[src/rtl/noise_mem_ctrl_if.sv]
// noise_mem_ctrl_if: signal bundle between noise_mem_ctrl and its environment.
// Host write port : host_write, host_address, host_writedata, host_byteenable -> host_waitrequest
// Stream control  : stream_start, stream_stop, cfg_len -> busy
// Noise output    : noise_valid, noise_data, noise_wrap, noise_ready (consumer back-pressure)
// Memory port     : mem_address, mem_chipselect, mem_write, mem_writedata, mem_byteenable,
//                   mem_clken -> mem_readdata (valid one cycle after a read issue)
// master drives the requests and the memory read data; slave is the controller.
interface noise_mem_ctrl_if #(
    parameter int ADDR_W = 7,
    parameter int DATA_W = 32,
    parameter int BE_W   = 4
);
    logic              host_write;
    logic [ADDR_W-1:0] host_address;
    logic [DATA_W-1:0] host_writedata;
    logic [BE_W-1:0]   host_byteenable;
    logic              host_waitrequest;
    logic              stream_start;
    logic              stream_stop;
    logic [ADDR_W:0]   cfg_len;
    logic              noise_valid;
    logic [DATA_W-1:0] noise_data;
    logic              noise_ready;
    logic              noise_wrap;
    logic              busy;
    logic [ADDR_W-1:0] mem_address;
    logic              mem_chipselect;
    logic              mem_write;
    logic [DATA_W-1:0] mem_writedata;
    logic [BE_W-1:0]   mem_byteenable;
    logic              mem_clken;
    logic [DATA_W-1:0] mem_readdata;

    modport master (
        output host_write, host_address, host_writedata, host_byteenable,
        output stream_start, stream_stop, cfg_len, noise_ready, mem_readdata,
        input  host_waitrequest, noise_valid, noise_data, noise_wrap, busy,
        input  mem_address, mem_chipselect, mem_write, mem_writedata, mem_byteenable, mem_clken
    );

    modport slave (
        input  host_write, host_address, host_writedata, host_byteenable,
        input  stream_start, stream_stop, cfg_len, noise_ready, mem_readdata,
        output host_waitrequest, noise_valid, noise_data, noise_wrap, busy,
        output mem_address, mem_chipselect, mem_write, mem_writedata, mem_byteenable, mem_clken
    );
endinterface

[src/rtl/noise_mem_ctrl.sv]
// noise_mem_ctrl: shares one on-chip memory port between host writes and a circular
// noise-table reader that streams samples through a 2-entry FIFO.
// Ports: clk (rising edge), reset (sync, active-high), bus (noise_mem_ctrl_if.slave):
//   host write port with waitrequest, stream start/stop/length, valid/ready noise
//   output with wrap pulse and busy flag, and the memory port driven combinationally.
module noise_mem_ctrl #(
    parameter int DEPTH      = 128,
    parameter int ADDR_W     = 7,
    parameter int DATA_W     = 32,
    parameter int BE_W       = 4,
    parameter int STARVE_MAX = 4
) (
    input logic             clk,
    input logic             reset,
    noise_mem_ctrl_if.slave bus
);
    localparam int SW = $clog2(STARVE_MAX + 1);
    localparam logic [ADDR_W:0] LEN_MAX = (ADDR_W + 1)'(DEPTH);
    localparam logic [SW-1:0] S_MAX = SW'(STARVE_MAX);

    typedef enum logic [1:0] {IDLE, RUN, DRAIN} state_t;

    state_t            r_state, w_next;
    logic [ADDR_W-1:0] r_rd_ptr;
    logic [ADDR_W:0]   r_len;
    logic [SW-1:0]     r_starve;
    logic              r_inflight;
    logic [DATA_W-1:0] r_fifo [2];
    logic              r_head, r_tail;
    logic [1:0]        r_cnt;
    logic              w_pop, w_rd_req, w_rd_gnt, w_host_gnt, w_last, w_start, w_flush;
    logic [1:0]        w_occ;
    logic [ADDR_W:0]   w_cfg_len;

    // Occupancy counts the head as gone when it is popped this cycle, so a steady
    // consumer sees one issue per cycle while the FIFO still cannot overflow.
    assign w_pop      = (r_cnt != 2'd0) & bus.noise_ready;
    assign w_occ      = r_cnt - {1'b0, w_pop};
    assign w_rd_req   = (r_state == RUN) && ((w_occ + {1'b0, r_inflight}) < 2'd2);
    // Grants are suppressed during reset so the memory port and waitrequest idle.
    assign w_rd_gnt   = !reset && w_rd_req && (!bus.host_write || r_starve == S_MAX);
    assign w_host_gnt = !reset && bus.host_write && !w_rd_gnt;
    assign w_last     = {1'b0, r_rd_ptr} == r_len - 1'b1;
    assign w_cfg_len  = (bus.cfg_len == '0 || bus.cfg_len > LEN_MAX) ? LEN_MAX : bus.cfg_len;
    assign w_start    = (r_state == IDLE) && (w_next == RUN);
    assign w_flush    = (r_state == DRAIN) && (w_next == IDLE);

    always_ff @(posedge clk) begin
        if (reset)
            r_state <= IDLE;
        else
            r_state <= w_next;
    end

    always_comb begin
        w_next = r_state;
        case (r_state)
            IDLE:    w_next = (bus.stream_start && !bus.stream_stop) ? RUN : IDLE;
            RUN:     w_next = bus.stream_stop ? DRAIN : RUN;
            DRAIN:   w_next = r_inflight ? DRAIN : IDLE;
            default: w_next = IDLE;
        endcase
    end

    always_comb begin
        bus.mem_clken        = 1'b1;
        bus.mem_chipselect   = w_host_gnt | w_rd_gnt;
        bus.mem_write        = w_host_gnt;
        bus.mem_address      = w_host_gnt ? bus.host_address : r_rd_ptr;
        bus.mem_writedata    = w_host_gnt ? bus.host_writedata : '0;
        bus.mem_byteenable   = w_host_gnt ? bus.host_byteenable : {BE_W{1'b1}};
        bus.host_waitrequest = !w_host_gnt;
        bus.noise_wrap       = w_rd_gnt & w_last;
        bus.noise_valid      = r_cnt != 2'd0;
        bus.noise_data       = r_fifo[r_head];
        bus.busy             = r_state != IDLE;
    end

    always_ff @(posedge clk) begin
        if (reset) begin
            r_rd_ptr   <= '0;
            r_len      <= LEN_MAX;
            r_starve   <= '0;
            r_inflight <= 1'b0;
            r_head     <= 1'b0;
            r_tail     <= 1'b0;
            r_cnt      <= 2'd0;
        end else begin
            r_inflight <= w_rd_gnt;
            if (w_start) begin
                r_rd_ptr <= '0;
                r_len    <= w_cfg_len;
            end else if (w_rd_gnt) begin
                r_rd_ptr <= w_last ? '0 : r_rd_ptr + 1'b1;
            end
            if (w_rd_gnt)
                r_starve <= '0;
            else if (w_host_gnt && w_rd_req && r_starve != S_MAX)
                r_starve <= r_starve + 1'b1;
            if (w_flush) begin
                r_head <= 1'b0;
                r_tail <= 1'b0;
                r_cnt  <= 2'd0;
            end else begin
                if (r_inflight)
                    r_tail <= ~r_tail;
                if (w_pop)
                    r_head <= ~r_head;
                r_cnt <= r_cnt + {1'b0, r_inflight} - {1'b0, w_pop};
            end
        end
    end

    // Read data lands the cycle after issue; a flush cycle may overwrite a slot harmlessly.
    always_ff @(posedge clk) begin
        if (r_inflight)
            r_fifo[r_tail] <= bus.mem_readdata;
    end
endmodule

[src/flat_wrapper.sv]
// flat-port wrapper written by rule: the top's interface ports become plain ports
module noise_mem_ctrl_flat 
#(
    parameter int DEPTH      = 128,
    parameter int ADDR_W     = 7,
    parameter int DATA_W     = 32,
    parameter int BE_W       = 4,
    parameter int STARVE_MAX = 4
)
  (clk, reset, bus_host_write, bus_host_address, bus_host_writedata, bus_host_byteenable, bus_stream_start, bus_stream_stop, bus_cfg_len, bus_noise_ready, bus_mem_readdata, bus_host_waitrequest, bus_noise_valid, bus_noise_data, bus_noise_wrap, bus_busy, bus_mem_address, bus_mem_chipselect, bus_mem_write, bus_mem_writedata, bus_mem_byteenable, bus_mem_clken);
  noise_mem_ctrl_if #(.ADDR_W(ADDR_W), .DATA_W(DATA_W), .BE_W(BE_W)) bus_i ();
  input logic clk;
  input logic reset;
  input wire logic [$bits(bus_i.host_write)-1:0] bus_host_write;
  input wire logic [$bits(bus_i.host_address)-1:0] bus_host_address;
  input wire logic [$bits(bus_i.host_writedata)-1:0] bus_host_writedata;
  input wire logic [$bits(bus_i.host_byteenable)-1:0] bus_host_byteenable;
  input wire logic [$bits(bus_i.stream_start)-1:0] bus_stream_start;
  input wire logic [$bits(bus_i.stream_stop)-1:0] bus_stream_stop;
  input wire logic [$bits(bus_i.cfg_len)-1:0] bus_cfg_len;
  input wire logic [$bits(bus_i.noise_ready)-1:0] bus_noise_ready;
  input wire logic [$bits(bus_i.mem_readdata)-1:0] bus_mem_readdata;
  output wire logic [$bits(bus_i.host_waitrequest)-1:0] bus_host_waitrequest;
  output wire logic [$bits(bus_i.noise_valid)-1:0] bus_noise_valid;
  output wire logic [$bits(bus_i.noise_data)-1:0] bus_noise_data;
  output wire logic [$bits(bus_i.noise_wrap)-1:0] bus_noise_wrap;
  output wire logic [$bits(bus_i.busy)-1:0] bus_busy;
  output wire logic [$bits(bus_i.mem_address)-1:0] bus_mem_address;
  output wire logic [$bits(bus_i.mem_chipselect)-1:0] bus_mem_chipselect;
  output wire logic [$bits(bus_i.mem_write)-1:0] bus_mem_write;
  output wire logic [$bits(bus_i.mem_writedata)-1:0] bus_mem_writedata;
  output wire logic [$bits(bus_i.mem_byteenable)-1:0] bus_mem_byteenable;
  output wire logic [$bits(bus_i.mem_clken)-1:0] bus_mem_clken;
  assign bus_i.host_write = bus_host_write;
  assign bus_i.host_address = bus_host_address;
  assign bus_i.host_writedata = bus_host_writedata;
  assign bus_i.host_byteenable = bus_host_byteenable;
  assign bus_i.stream_start = bus_stream_start;
  assign bus_i.stream_stop = bus_stream_stop;
  assign bus_i.cfg_len = bus_cfg_len;
  assign bus_i.noise_ready = bus_noise_ready;
  assign bus_i.mem_readdata = bus_mem_readdata;
  assign bus_host_waitrequest = bus_i.host_waitrequest;
  assign bus_noise_valid = bus_i.noise_valid;
  assign bus_noise_data = bus_i.noise_data;
  assign bus_noise_wrap = bus_i.noise_wrap;
  assign bus_busy = bus_i.busy;
  assign bus_mem_address = bus_i.mem_address;
  assign bus_mem_chipselect = bus_i.mem_chipselect;
  assign bus_mem_write = bus_i.mem_write;
  assign bus_mem_writedata = bus_i.mem_writedata;
  assign bus_mem_byteenable = bus_i.mem_byteenable;
  assign bus_mem_clken = bus_i.mem_clken;
  noise_mem_ctrl #(.DEPTH(DEPTH), .ADDR_W(ADDR_W), .DATA_W(DATA_W), .BE_W(BE_W), .STARVE_MAX(STARVE_MAX)) u_core (.clk(clk), .reset(reset), .bus(bus_i));
endmodule
[config.mk]
export PLATFORM = sky130hd
export DESIGN_NAME = noise_mem_ctrl_flat
export DESIGN_NICKNAME = d
export VERILOG_FILES = /design/src/rtl/noise_mem_ctrl_if.sv /design/src/rtl/noise_mem_ctrl.sv /design/src/flat_wrapper.sv
export SDC_FILE = /design/constraint.sdc
export NUM_CORES = 1
export LEC_CHECK = 0
export ABC_AREA = 1
export BUFFER_PORTS_ARGS = -buffer_cell sky130_fd_sc_hd__buf_2
export CORE_AREA = 5 5 110 102
export CTS_CLUSTER_SIZE = 16
export DETAILED_ROUTE_END_ITERATION = 10
export DIE_AREA = 0 0 115 107
export GPL_TIMING_DRIVEN = 0
export PLACE_DENSITY_LB_ADDON = 0.3
export SLEW_MARGIN = 25
export SYNTH_ARGS = -nofsm -noshare
export SYNTH_HDL_FRONTEND = slang
export SYNTH_SLANG_ARGS = --single-unit
[constraint.sdc]
create_clock -name clk -period 2.8 [get_ports clk]
set_input_delay 0.28 -clock clk [delete_from_list [all_inputs] [get_ports clk]]
set_output_delay 0.28 -clock clk [all_outputs]
set_load 0.03 [all_outputs]
==> metrics.md <==
| Metric | Value |
|---|---|
| Failing checks | `setup timing` |
| WS Path Type | `register to output port` |
| Total wire length | `10.7 mm` |
| Compound-cell area share of the yosys netlist | `4.85%` |
| Setup ws final | `-0.0979 ns` |
| Vias in the first global route | `3518` |
| Worst EP arrival | `2.62 ns` |
| Power per standard cell area | `539 mW/mm²` |
| Hold path start | `bus_stream_stop` |
| Worst R2R Setup Slack | `0.62 ns` |
| Largest family of logic cells by synthesized area | `simple AND/OR/NAND/NOR gates` |
| Syn Inst Count | `415` |
| Layout cells sized above 1 | `49.0%` |
| H-Tree Depth | `3` |
| Final Max Slew Viols | `0` |
| Synth Area in XOR/XNOR | `1.21%` |
| Rel. slew slack | `50.7%` |
| GPL Wtd Cong | `0.846` |
| Clk sink count | `90` |
| Utilization after layout | `61.0%` |
| Clock Tree Buf Depth | `2` |
| Post-synthesis simple-gate area fraction | `18.3%` |
| Layout Nets | `706` |
| Hold path depth | `2` |
| Period utilization | `103%` |
| WL met3 | `815 µm` |
| Initial antenna violation count | `0` |
| DP Wirelength | `7.44 mm` |
| Status | `finished, violations left` |
| Total leakage power | `2.74 nW` |
| Cells on worst reg2reg path | `15` |
| Worst R2R End | `u_core.r_rd_ptr[5]` |
| Synth Area per Inst | `10.4 µm²` |
| Gr ovfl total | `0` |
| Register area share after synthesis | `56.4%` |
| RSZ-0062 raised after global routing | `true` |
| Row Count | `35` |
| CTS buffer count | `9` |
| Critical Path Fanout Max | `6` |
| Placed Cells | `714` |
| Top Layer Used | `met4` |
| Die X | `115 µm` |
| Hold EP | `u_core.r_state[0]` |
| Worst-Skew Late Latency | `0.36 ns` |
| Die height | `107 µm` |
| MaxCap Viol Count | `0` |
| Ant. Diodes | `0` |
| Final Setup Violations | `16` |
| Overall die area | `0.0123 mm²` |
| Clock Skew | `0.0174 ns` |
| Top-level port count | `171` |
| Worst hold slack | `0.0893 ns` |
| Warnings from Yosys | `0` |
| Worst EP required | `2.52 ns` |
| Most frequent CP cell | `nand2_4` |
| Area Overhead vs Synth | `40.6%` |
| FF-to-FF Start | `u_core.r_cnt[1]` |
| Crit path buf inv count | `8` |
| Pin count of the biggest net entering global routing | `34` |
| Port Buffer Count | `169` |
| Post-Layout Cell Count | `745` |
| FF+latch count, synth | `90` |
| Count of unique library cells instantiated by Yosys | `37` |
| Syn_nets | `510` |
| Critical path's top delay family | `simple AND/OR/NAND/NOR gates` |
| Cell area after synthesis | `0.00433 mm²` |
| Adder-Cell Fraction of Synth Area | `1.73%` |
| Worst min path class | `input port to register` |
| Pre-antenna DRT Iters | `4` |
| Wire per inst | `14.3 µm` |
| ANT nets after route | `0` |
| Vias post-DR | `3439` |
| Max Clk Rate | `345 MHz` |
| Worst setup EP type | `output port` |
| Area of the core | `0.00998 mm²` |
| Mux share of post-synthesis cell area | `8.32%` |
| GRT Util Overall | `17.0%` |
| Drt first-iter violations | `137` |
| CP max stage delay | `0.33 ns` |
| DRC Markers | `0` |
| Initial Utilization | `43.4%` |
| Final Hold Fails | `0` |
| Min Tclk post-route | `2.90 ns` |
| Worst-Margin Slew | `0.738 ns` |
| Wl on met1 | `4.10 mm` |
| Via density | `4.62` |
| Clock Pin Slew Worst Setup and Hold Paths | `0.10 ns` |
| First-pass GRT wire length | `16.6 mm` |
| Met2 WL | `5.66 mm` |
| Slowest stage cell on the critical path | `dfxtp_2` |
| CP Cell Sequence | `or2_4 -> nand2_4 -> inv_2 -> ha_4 -> inv_2 -> ha_4 -> inv_2 -> nand2_4 -> nand3_4 -> inv_4 -> nand2_4 -> nand2_4 -> inv_4 -> nand2_4 -> buf_8 -> buf_12 -> or2_4 -> buf_6` |
| Root Driver | `clkbuf_8` |
| VDD IR max | `353 µV` |
| CTS tree | `yes` |
| Startpoint Class | `register` |
==> logic make-up (layout without fill, tap and decap cells) <==
| family | count (synthesis) | after routing |
|---|---|---|
| adder cells (fa/ha/maj) | 6 | 6 |
| flip-flops | 90 | 90 |
| multiplexers | 32 | 32 |
| XOR/XNOR | 6 | 6 |
| other | 1 | 1 |
| AO/OA/AOI/OAI | 32 | 32 |
| AND/OR/NAND/NOR | 159 | 159 |
| buffers and inverters | 89 | 290 |
==> cells in the mapped netlist <==
cell type | number | area (µm²)
a21oi_1 | 7 | 35.0
a21oi_4 | 1 | 16.3
a41oi_1 | 1 | 8.76
buf_12 | 1 | 20.0
buf_2 | 3 | 15.0
buf_4 | 1 | 7.51
buf_6 | 3 | 33.8
buf_8 | 1 | 15.0
clkbuf_1 | 1 | 3.75
clkinv_1 | 1 | 3.75
conb_1 | 1 | 3.75
dfxtp_1 | 26 | 521
edfxtp_1 | 64 | 1920
ha_1 | 6 | 75.1
inv_1 | 73 | 274
inv_2 | 4 | 15.0
inv_4 | 1 | 6.26
mux2_2 | 32 | 360
nand2_1 | 61 | 229
nand2_2 | 3 | 18.8
nand2_4 | 3 | 33.8
nand3_1 | 13 | 65.1
nand3_2 | 2 | 20.0
nand3_4 | 1 | 17.5
nand3b_1 | 1 | 7.51
nand4_1 | 4 | 25.0
nor2_1 | 46 | 173
nor2_2 | 5 | 31.3
nor2_4 | 10 | 113
nor3_1 | 3 | 15.0
nor4_1 | 1 | 6.26
o21ai_0 | 9 | 45.0
o21ai_2 | 7 | 61.3
o22ai_1 | 7 | 43.8
or2_1 | 4 | 25.0
or2_2 | 2 | 12.5
xor2_1 | 6 | 52.6
==> placed cells by master (no fill, tap or decap), types with 4 or more instances in the layout <==
cell / synthesis / routed
edfxtp_1: 64 / 64
xor2_1: 6 / 6
dfxtp_1: 26 / 24
o21ai_2: 7 / 6
inv_1: 73 / 69
nor2_4: 10 / 22
o22ai_1: 7 / 7
inv_2: 4 / 7
buf_2: 3 / 127
nand4_1: 4 / 4
a21oi_1: 7 / 7
mux2_2: 32 / 32
buf_4: 1 / 23
nand2_1: 61 / 60
buf_12: 1 / 4
o21ai_0: 9 / 9
ha_1: 6 / 4
nor2_1: 46 / 36
nand2_4: 3 / 5
clkbuf_8: 0 / 9
nand3_1: 13 / 12
buf_6: 3 / 37
==> worst max path at each step <==
stage	start	depth (start not counted)	end	slack, ns
5_1_grt	u_core.r_cnt[1]	18	bus_mem_byteenable[1]	-0.19
3_3_place_gp	u_core.r_inflight	2	u_core.r_fifo[0][27]	-0.26
4_1_cts	u_core.r_cnt[0]	18	bus_mem_byteenable[0]	-0.14
3_5_place_dp	u_core.r_cnt[1]	18	bus_mem_address[5]	0.09
2_1_floorplan	u_core.r_cnt[1]	16	bus_mem_writedata[10]	0.03
6_report	u_core.r_cnt[1]	18	bus_mem_byteenable[1]	-0.1
==> flip-flops by register name, summed over array words and instances (netlist names), named ones only <==
name / count
u_core.r_inflight: 1
u_core.r_head: 1
u_core.r_rd_ptr: 7
u_core.r_tail: 1
u_core.r_len: 8
u_core.r_cnt: 2
u_core.r_starve: 3
u_core.r_fifo: 64
u_core.r_state: 2
==> through the flow <==
stage	setup slack [ns]	setup TNS [ns]	cell area (µm²)	power [mW]
floorplan	0.0344	0	4330	2.06
global placement	-0.259	-8.21	5340	2.27
detailed placement	0.0905	0	5370	2.29
CTS	-0.138	-1.43	5980	3.28
global route	-0.187	-4.12	6090	3.44
finish	-0.0979	-0.583	6090	3.28
==> cell type report <==
cell class	count	area, µm²
buffer	10	95.1
clock inverter	7	76.3
timing repair buffer	185	1250
fill	841	3900
inverter	79	302
tap	129	161
clock buffer	9	124
multi-input combinational	236	1630
sequential	90	2440
==> power breakdown <==
part / total, mW / leakage [nW] / switching [mW] / internal [mW]
clock network: 0.890 / 0.103 / 0.533 / 0.357
logic: 0.914 / 1.85 / 0.535 / 0.379
registers: 1.48 / 0.788 / 0.0168 / 1.46
total: 3.28 / 2.74 / 1.09 / 2.20
==> what timing repair did <==
item,CTS,global route
setup endpoints to repair,46,46
gates cloned,2,0
hold buffers,0,0
gates resized for setup,90,32
buffers inserted,10,4
pin swaps,11,8
endpoints found under the hold margin,0,0
==> metal layers <==
metal	vias to the layer above	global-route usage, %
met3	8	4.06
met4	0	5.11
li1	1740	-
met5	-	0
met2	106	31.6
met1	1585	19.1
Power figures use the tool's default switching activity.
